**src/rtl/demux32_8way_buf_pkg.sv**
```systemverilog
`default_nettype none
// ============================================================================
// Package     : demux32_8way_buf_pkg
// Description : Shared constants, lane state type and lane-slice macro for
//               the 1-to-8 registered result distributor.
// Contents    : DEMUX_DATA_W - data word width
//               DEMUX_SEL_W  - lane-select width
//               DEMUX_LANES  - number of lanes (2**DEMUX_SEL_W)
//               lane_state_t - per-lane holding-register state
//               `DEMUX_LANE_SLICE(i) - part-select of lane i in a packed
//                                      LANES*DATA_W bus (uses DATA_W in scope)
// Revision    : 1.0 - initial release
// ============================================================================

`ifndef DEMUX32_8WAY_BUF_LANE_SLICE
`define DEMUX32_8WAY_BUF_LANE_SLICE
`define DEMUX_LANE_SLICE(i) ((i)*DATA_W) +: DATA_W
`endif

package demux32_8way_buf_pkg;

    localparam int DEMUX_DATA_W = 32;
    localparam int DEMUX_SEL_W  = 3;
    localparam int DEMUX_LANES  = 2 ** DEMUX_SEL_W;

    // A lane either holds a word for its consumer or is free.
    typedef enum logic [0:0] {
        LANE_EMPTY = 1'b0,
        LANE_FULL  = 1'b1
    } lane_state_t;

endpackage : demux32_8way_buf_pkg

`default_nettype wire

```
**src/rtl/demux32_8way_buf_lane_reg.sv**
```systemverilog
`default_nettype none
// ============================================================================
// Module      : demux_lane_reg
// Description : One-entry holding register for a single distributor lane.
//               Loads a word on i_load, presents it with o_valid until the
//               consumer takes it with i_ready. A load in the same cycle as a
//               drain replaces the word without a bubble.
// Ports       : clk        - clock, rising edge
//               i_rst_n    - asynchronous active-low clear
//               i_load     - write i_data into this lane on the next edge
//               i_data     - word to load
//               i_ready    - consumer takes the held word this cycle
//               o_valid    - lane holds a word
//               o_data     - held word (keeps last value after a drain)
//               o_can_load - lane is free now or is being drained this cycle
// Revision    : 1.0 - initial release
// ============================================================================

module demux_lane_reg
    import demux32_8way_buf_pkg::*;
#(
    parameter int DATA_W = DEMUX_DATA_W
) (
    input  logic              clk,
    input  logic              i_rst_n,
    input  logic              i_load,
    input  logic [DATA_W-1:0] i_data,
    input  logic              i_ready,
    output logic              o_valid,
    output logic [DATA_W-1:0] o_data,
    output logic              o_can_load
);

    lane_state_t       r_state;
    lane_state_t       w_state_next;
    logic [DATA_W-1:0] r_data;

    always_ff @(posedge clk or negedge i_rst_n) begin
        if (!i_rst_n) begin
            r_state <= LANE_EMPTY;
        end else begin
            r_state <= w_state_next;
        end
    end

    // A load always wins over a drain: the old word is consumed and the new
    // one takes its place, so FULL persists.
    always_comb begin
        w_state_next = r_state;
        case (r_state)
            LANE_EMPTY: begin
                if (i_load) begin
                    w_state_next = LANE_FULL;
                end
            end
            LANE_FULL: begin
                if (i_load) begin
                    w_state_next = LANE_FULL;
                end else if (i_ready) begin
                    w_state_next = LANE_EMPTY;
                end
            end
            default: w_state_next = LANE_EMPTY;
        endcase
    end

    always_ff @(posedge clk or negedge i_rst_n) begin
        if (!i_rst_n) begin
            r_data <= '0;
        end else if (i_load) begin
            r_data <= i_data;
        end
    end

    assign o_valid    = (r_state == LANE_FULL);
    assign o_data     = r_data;
    assign o_can_load = (r_state == LANE_EMPTY) | i_ready;

endmodule : demux_lane_reg

`default_nettype wire

```
**src/rtl/demux32_8way_buf.sv**
```systemverilog
`default_nettype none
// ============================================================================
// Module      : demux32_8way_buf
// Description : Registered 1-to-8 distributor for 32-bit execution-core
//               results. One word per cycle under valid/ready is routed to
//               the lane selected by in_sel, or to every lane on in_bcast.
//               Each lane has its own one-entry holding register, so a
//               stalled consumer only blocks traffic aimed at its lane.
// Ports       : clk       - clock, rising edge
//               reset     - asynchronous active-low reset
//               in_valid  - producer presents a word
//               in_ready  - word accepted this cycle (no path from in_valid)
//               in_data   - word to distribute
//               in_sel    - destination lane (ignored on broadcast)
//               in_bcast  - write the word to all lanes
//               out_valid - per-lane word present
//               out_ready - per-lane consumer ready
//               out_data  - lane i data at [i*DATA_W +: DATA_W]
//               busy      - any lane holds a word
// Revision    : 1.0 - initial release
// ============================================================================

module demux32_8way_buf
    import demux32_8way_buf_pkg::*;
#(
    parameter int DATA_W = DEMUX_DATA_W,
    parameter int SEL_W  = DEMUX_SEL_W
) (
    input  logic                          clk,
    input  logic                          reset,
    input  logic                          in_valid,
    output logic                          in_ready,
    input  logic [DATA_W-1:0]             in_data,
    input  logic [SEL_W-1:0]              in_sel,
    input  logic                          in_bcast,
    output logic [(2**SEL_W)-1:0]         out_valid,
    input  logic [(2**SEL_W)-1:0]         out_ready,
    output logic [(2**SEL_W)*DATA_W-1:0]  out_data,
    output logic                          busy
);

    localparam int LANES = 2 ** SEL_W;

    logic [LANES-1:0] w_onehot;
    logic [LANES-1:0] w_can_load;
    logic [LANES-1:0] w_load;
    logic             w_accept;

    always_comb begin
        w_onehot         = '0;
        w_onehot[in_sel] = 1'b1;
    end

    // Broadcast is all-or-nothing: every lane must be able to take the word
    // this cycle, otherwise nothing is accepted.
    assign in_ready = in_bcast ? (&w_can_load) : w_can_load[in_sel];
    assign w_accept = in_valid & in_ready;
    assign w_load   = {LANES{w_accept}} & ({LANES{in_bcast}} | w_onehot);
    assign busy     = |out_valid;

    generate
        for (genvar gi = 0; gi < LANES; gi++) begin : g_lane
            demux_lane_reg #(
                .DATA_W (DATA_W)
            ) u_lane (
                .clk        (clk),
                .i_rst_n    (reset),
                .i_load     (w_load[gi]),
                .i_data     (in_data),
                .i_ready    (out_ready[gi]),
                .o_valid    (out_valid[gi]),
                .o_data     (out_data[`DEMUX_LANE_SLICE(gi)]),
                .o_can_load (w_can_load[gi])
            );
        end
    endgenerate

endmodule : demux32_8way_buf

`default_nettype wire
```
**config.mk**
```make
export PLATFORM = sky130hd
export DESIGN_NAME = demux32_8way_buf
export DESIGN_NICKNAME = d
export VERILOG_FILES = /design/src/rtl/demux32_8way_buf_pkg.sv /design/src/rtl/demux32_8way_buf_lane_reg.sv /design/src/rtl/demux32_8way_buf.sv
export SDC_FILE = /design/constraint.sdc
export NUM_CORES = 1
export LEC_CHECK = 0
export CAP_MARGIN = 20
export CORE_MARGIN = 5
export CORE_UTILIZATION = 50
export CTS_BUF_LIST = sky130_fd_sc_hd__clkbuf_2
export DETAILED_ROUTE_END_ITERATION = 10
export PLACE_DENSITY = 0.86
export SKIP_LAST_GASP = 1
export SLEW_MARGIN = 20
export SYNTH_ARGS = -nofsm -noshare
export SYNTH_HDL_FRONTEND = slang
export SYNTH_HIERARCHICAL = 1
export SYNTH_SLANG_ARGS = --single-unit
```
**constraint.sdc**
```tcl
create_clock -name clk -period 2.7 [get_ports clk]
set_input_delay 0.405 -clock clk [delete_from_list [all_inputs] [get_ports clk]]
set_output_delay 0.405 -clock clk [all_outputs]
set_load 0.02 [all_outputs]
```
* Yosys cells after proc, flatten, opt, wreduce, memory -nomap -nowiden
Index checks and enable logic that the tools add are counted.
** Word-level totals
- Word-level logic and storage cells :: 77
- Output and inout port bits :: 266
- Bits in registers :: 264
- Input port bits :: 47
** Cells by class
- Mux-type cells :: 37
- Bitwise operators :: 19
- Magnitude comparators :: 2
- Reduce and logical (&&, ||, !) cells :: 3
** Operators by type and width (count)
- $mux W1 :: 27
- $pmux W1 S2 :: 8
- $and A8 B8 Y8 :: 1
- $not A1 Y1 :: 8
- $or A1 B1 Y1 :: 8
- $or A8 B8 Y8 :: 1
- $reduce_and A8 Y1 :: 1
- $reduce_or A8 Y1 :: 1
- $lt A3 B4 Y1 const B :: 1
- $bmux W1 S3 :: 1
- $demux W1 S3 :: 1
- $ge A3 B1 Y1 const B :: 1
- $and A1 B1 Y1 :: 1
- $logic_and A1 B1 Y1 :: 1

* Logic depth before layout (Yosys ltp)
- Depth in word-level cells :: 9
- Gate-level depth with buffers :: 8
- Gate-level depth less buffers :: 5

* Modules after synthesis
Netlist, hierarchy kept.
** Modules (own cells, without submodules)
- demux_lane_reg :: cells each 71, times used 8, area an instance 1378.8 um2, sequential area each 825.8 um2
- demux32_8way_buf :: cells each 48, times used 1, area an instance 352.8 um2, sequential area each 0.0 um2

* Worst setup path after synthesis
No wires, ideal clock.
- Path kind :: register -> register
- Start :: register g_lane[0].u_lane.r_state
- End :: register g_lane[0].u_lane.r_data[0]
- Setup slack :: 0.300 ns
- Cell stages (with the launch flop) :: 9
- Buffers on the path :: 3
- Period minus slack after synthesis :: 2.400 ns
- Setup time :: 0.125 ns
- Data required time :: 2.575 ns
- Arrival time :: 2.275 ns
- Cells stage by stage :: dfrtp_1 -> nand2b_1 -> or3b_2 -> a21o_1 -> buf_1 -> a311oi_1 -> buf_6 -> buf_12 -> mux2_4
** Between the ends
- Longest elaborated chain between the ends :: 7
- Elaborated cells between the ends (all ways) :: 8
- Those cells by class :: mux (3); bitwise (4); reduce/logical (1)
** RTL lines
- from (decl) :: RTL line demux32_8way_buf_lane_reg.sv:34 : lane_state_t r_state;
- from (signal assigned) :: RTL line demux32_8way_buf_lane_reg.sv:42 : r_state <= w_state_next;
- $not A1 Y1 *
- $or A1 B1 Y1 * :: RTL line demux32_8way_buf_lane_reg.sv:77 : assign o_can_load = (r_state == LANE_EMPTY) | i_ready;
- named net w_can_load[0] :: RTL line demux32_8way_buf.sv:45 : logic [LANES-1:0] w_can_load;
- $bmux W1 S3 :: RTL line demux32_8way_buf.sv:56 : assign in_ready = in_bcast ? (&w_can_load) : w_can_load[in_sel];
- $mux W1 (not written as such) :: RTL line demux32_8way_buf.sv:56
- $mux W1 * :: RTL line demux32_8way_buf.sv:56
- $and A1 B1 Y1 * :: RTL line demux32_8way_buf.sv:57 : assign w_accept = in_valid & in_ready;
- $and A8 B8 Y8 * :: RTL line demux32_8way_buf.sv:58 : assign w_load = {LANES{w_accept}} & ({LANES{in_bcast}} | w_onehot);
- named net w_load[0] :: RTL line demux32_8way_buf.sv:46 : logic [LANES-1:0] w_load;
- to (signal assigned) :: RTL line demux32_8way_buf_lane_reg.sv:71 : r_data <= i_data;
- to (decl) :: RTL line demux32_8way_buf_lane_reg.sv:36 : logic [DATA_W-1:0] r_data;
The timed path passes the listed nets; every way through them passes the cells marked *. The select of a mux whose other input is x is not followed.
A chain may end at the register's enable or synchronous reset.

* Final worst setup path
- Start :: register g_lane[5].u_lane.r_state
- End :: output in_ready
** Between the ends
- Longest elaborated chain between the ends :: 5
- Elaborated cells between the ends (all ways) :: 6
- Those cells by class :: mux (3); bitwise (2); reduce/logical (1)
** RTL lines
- from (decl) :: RTL line demux32_8way_buf_lane_reg.sv:34
- from (signal assigned) :: RTL line demux32_8way_buf_lane_reg.sv:42
- $not A1 Y1 *
- $or A1 B1 Y1 * :: RTL line demux32_8way_buf_lane_reg.sv:77
- named net w_can_load[5] :: RTL line demux32_8way_buf.sv:45
- $bmux W1 S3 :: RTL line demux32_8way_buf.sv:56
- $mux W1 (not written as such) :: RTL line demux32_8way_buf.sv:56
- $mux W1 * :: RTL line demux32_8way_buf.sv:56
- to (decl) :: RTL line demux32_8way_buf.sv:32 : output logic in_ready,
Marked as above.

==> summary.txt <==
Detailed routing
  – Detailed-route DRC error count: 0
  – Top sig layer: met4
  – Met3 routed WL: 2.27 mm
  – Initial DRC Count: 312
  – Met2 routed wirelength: 14.3 mm
  – Vias per cell: 5.17
  – TritonRoute pass-1 iters: 4
  – Vias: 6,865
  – WL/cell: 22.8 um
  – Final ANT Viol Nets: 0
  – Wl on met1: 12.5 mm
  – WL final: 30.3 mm

Logic synthesis
  – Syn nets: 663
  – Top post-synthesis cells by area: dfrtp_1 (58%), mux2_4 (31%), buf_12 (4.2%)
  – Mapped cell area: 11,400 sq um
  – Avg Cell Area, Syn: 18.5 sq um
  – Post-Syn Instances: 616
  – Netlist cell types: 25
  – Number of synthesized register bits: 264
  – Yosys warnings: 6
  – Cell taking the most area after synthesis: dfrtp_1
  – Register area share after synthesis: 58.0%
  – Synth top area share: 58.0%

Clocking
  – TritonCTS Sinks: 264
  – Worst skew pair latency: 760 ps
  – Number of CTS-inserted buffers: 68
  – CTS tree: done
  – Clk slew on worst S/H paths: 100 ps
  – Maximum root-to-sink buffer count: 3
  – Clock Root Buffer: clkbuf_2
  – H-tree levels: 3

Cells and area
  – Storage cell area: 6610 sq um
  – Area of the multi-input gates: 4310 sq um
  – Final #Nets: 1,045
  – Layout overhead on the synthesized area: 36.0%
  – Inserted Diodes: 0
  – Fillers: 1,455
  – Proportion of layout cells with a drive suffix above 1: 39.9%
  – Final std cells w/o fill: 1,328

Timing
  – Max Clk Rate: 0.378 GHz
  – Post-route setup TNS: 0 ps
  – Fin crit share: 97.9%
  – Hold Vio Cnt, Final: 0
  – Fin crit period: 2640 ps
  – Slew @ Worst Pin: 703 ps
  – Setup violators final: 0
  – RSZ-0062 raised after global routing: true
  – Max-slew violations: 0
  – Slew HR: 53.1%
  – Setup ws final: 57.2 ps
  – Skew final: 62.6 ps

Floorplan
  – Die width: 161 um
  – Die H: 161 um
  – Num ports: 313
  – Rows: 55
  – Initial core utilization: 50.6%
  – Core Region: 22,500 sq um
  – Die area: 25,900 sq um

Worst setup path
  – CP startpoint: g_lane[5].u_lane/o_valid
  – Setup CP Type: reg -> out
  – Critical-path maximum fanout: 3
  – CP endpoint kind: primary output
  – Crit path DAT: 2240 ps
  – Worst Path Required: 2300 ps
  – Reg2reg start: g_lane[5].u_lane/o_valid
  – CP Launch Type: flop

Min path
  – Min-Delay Path Class: in -> async

Pwr
  – Power per cell area: 1350 nW/um^2
  – Static Leak: 0.00693 uW
  – VDD IR max: 964 uV

GRT
  – GRT Total Usage: 23.3%
  – Vias in the first global route: 7,714
  – Largest net degree at the start of global routing: 86
  – GR Overflow Total: 0
  – First-pass GRT wire length: 47.0 mm
  – Initial antenna violation count: 0

Place
  – HPWL Detailed: 20.9 mm
  – Placement Setup Slack: -344 ps
  – GPL Wtd Cong: 0.816
  – Placed cells: 1,208
  – Port buffer count: 312

Status
  – Status: completed

Run
  – Total of max-cap violations: 0
==> synth_stat cells, drive strengths merged <==
cell,n
a21o,1
a21oi,1
a311oi,8
a31oi,9
and4,2
and4b,1
and4bb,1
buf,36
clkbuf,3
clkinv,1
dfrtp,264
inv,1
mux2,256
mux2i,2
mux4,1
nand2,3
nand2b,16
nand3,1
nor4,3
nor4b,3
nor4bb,2
or3b,1
==> report_power, final <==
group	internal (uW)	switching (uW)	leakage, uW
clock network	985	1590	0.000441
logic	6180	4910	0.00335
registers	5930	1300	0.00314
total	13100	7800	0.00693
==> final timing paths <==
check	endpoint	slack, ps	depth (start not counted)
max reg2reg	g_lane[1].u_lane/o_data[28]	80	8
min in group clk	g_lane[5].u_lane/o_valid	340	3
min	g_lane[6].u_lane/o_data[3]	240	2
max in group asynchronous	g_lane[2].u_lane/o_data[12]	1540	3
max	in_ready	60	5
min reg2reg	g_lane[2].u_lane/o_data[27]	510	1
==> kinds of logic (layout without fill, tap and decap cells) <==
kind of cell	Yosys count	count (layout)	share of synthesized area (%)
buffers and inverters	41	468	5.37
AND/OR/NAND/NOR	33	33	2.02
flip-flops	264	264	58.0
AO/OA/AOI/OAI	19	19	1.22
multiplexers	259	259	33.3
==> stage by stage <==
step / instance area (sq um) / util [%] / hold slack [ps] / total power (uW)
2_1_floorplan: 11400 / - / 109 / 13000
3_3_place_gp: 14900 / 66.1 / 464 / 18100
3_5_place_dp: 14900 / 66.1 / 464 / 18400
4_1_cts: 15500 / 68.8 / 160 / 21100
5_1_grt: 15500 / 68.8 / 198 / 21900
6_report: 15500 / 68.8 / 238 / 20900
==> routing by layer <==
metal / GRT usage [%] / vias up
li1: - / 2997
met1: 29.1 / 3499
met2: 37.1 / 291
met3: 8.01 / 78
met4: 9.85 / 0
met5: 0 / -
==> worst max-delay path: stages (launching register included) <==
cell and delay, ps:
dfrtp_1 410, nand2b_1 140, mux2i_1 100, mux4_2 470, a31oi_1 190, buf_4 170
==> flip-flops by register name, indices dropped and copies added, names as in the netlist <==
signal                 flops
g_lane.u_lane/o_valid      8
g_lane.u_lane/o_data     256
==> final cells by class <==
| cell class | count | share of cell area [%] |
|---|---|---|
| Sequential cell | 264 | 42.7 |
| Multi-Input combinational cell | 311 | 27.8 |
| Timing Repair Buffer | 351 | 23.5 |
| Clock buffer | 100 | 3.23 |
| Tap cell | 285 | 2.30 |
| Clock inverter | 15 | 0.469 |
| Inverter | 2 | 0.0485 |
==> what timing repair did <==
| item | CTS | global route |
|---|---|---|
| pin swaps | 1 | 2 |
| hold endpoints to repair | 80 | 0 |
| gates resized for setup | 7 | 3 |
| hold buffers | 1 | 0 |
| setup buffers | 3 | 1 |
| setup endpoints to repair | 1 | 5 |
==> cell usage in the layout, fill, tap and decap left out, drive strengths merged <==
master         netlist  final
a311oi               8      8
a21o                 1      1
dfrtp              264    264
mux2i                2      2
dlygate4sd2          0      1
and4bb               1      1
dlygate4sd3          0      1
nand2                3      3
clkinvlp             0      4
nand2b              16     16
nand3                1      1
a31oi                9      9
and4b                1      1
clkdlybuf4s50        0    309
mux2               256    256
and4                 2      2
clkinv               1     10
buf                 36     40
mux4                 1      1
a21oi                1      1
nor4                 3      3
inv                  1      3
nor4b                3      3
nor4bb               2      2
or3b                 1      1
clkbuf               3    100
(Power assumes the default switching activity.)
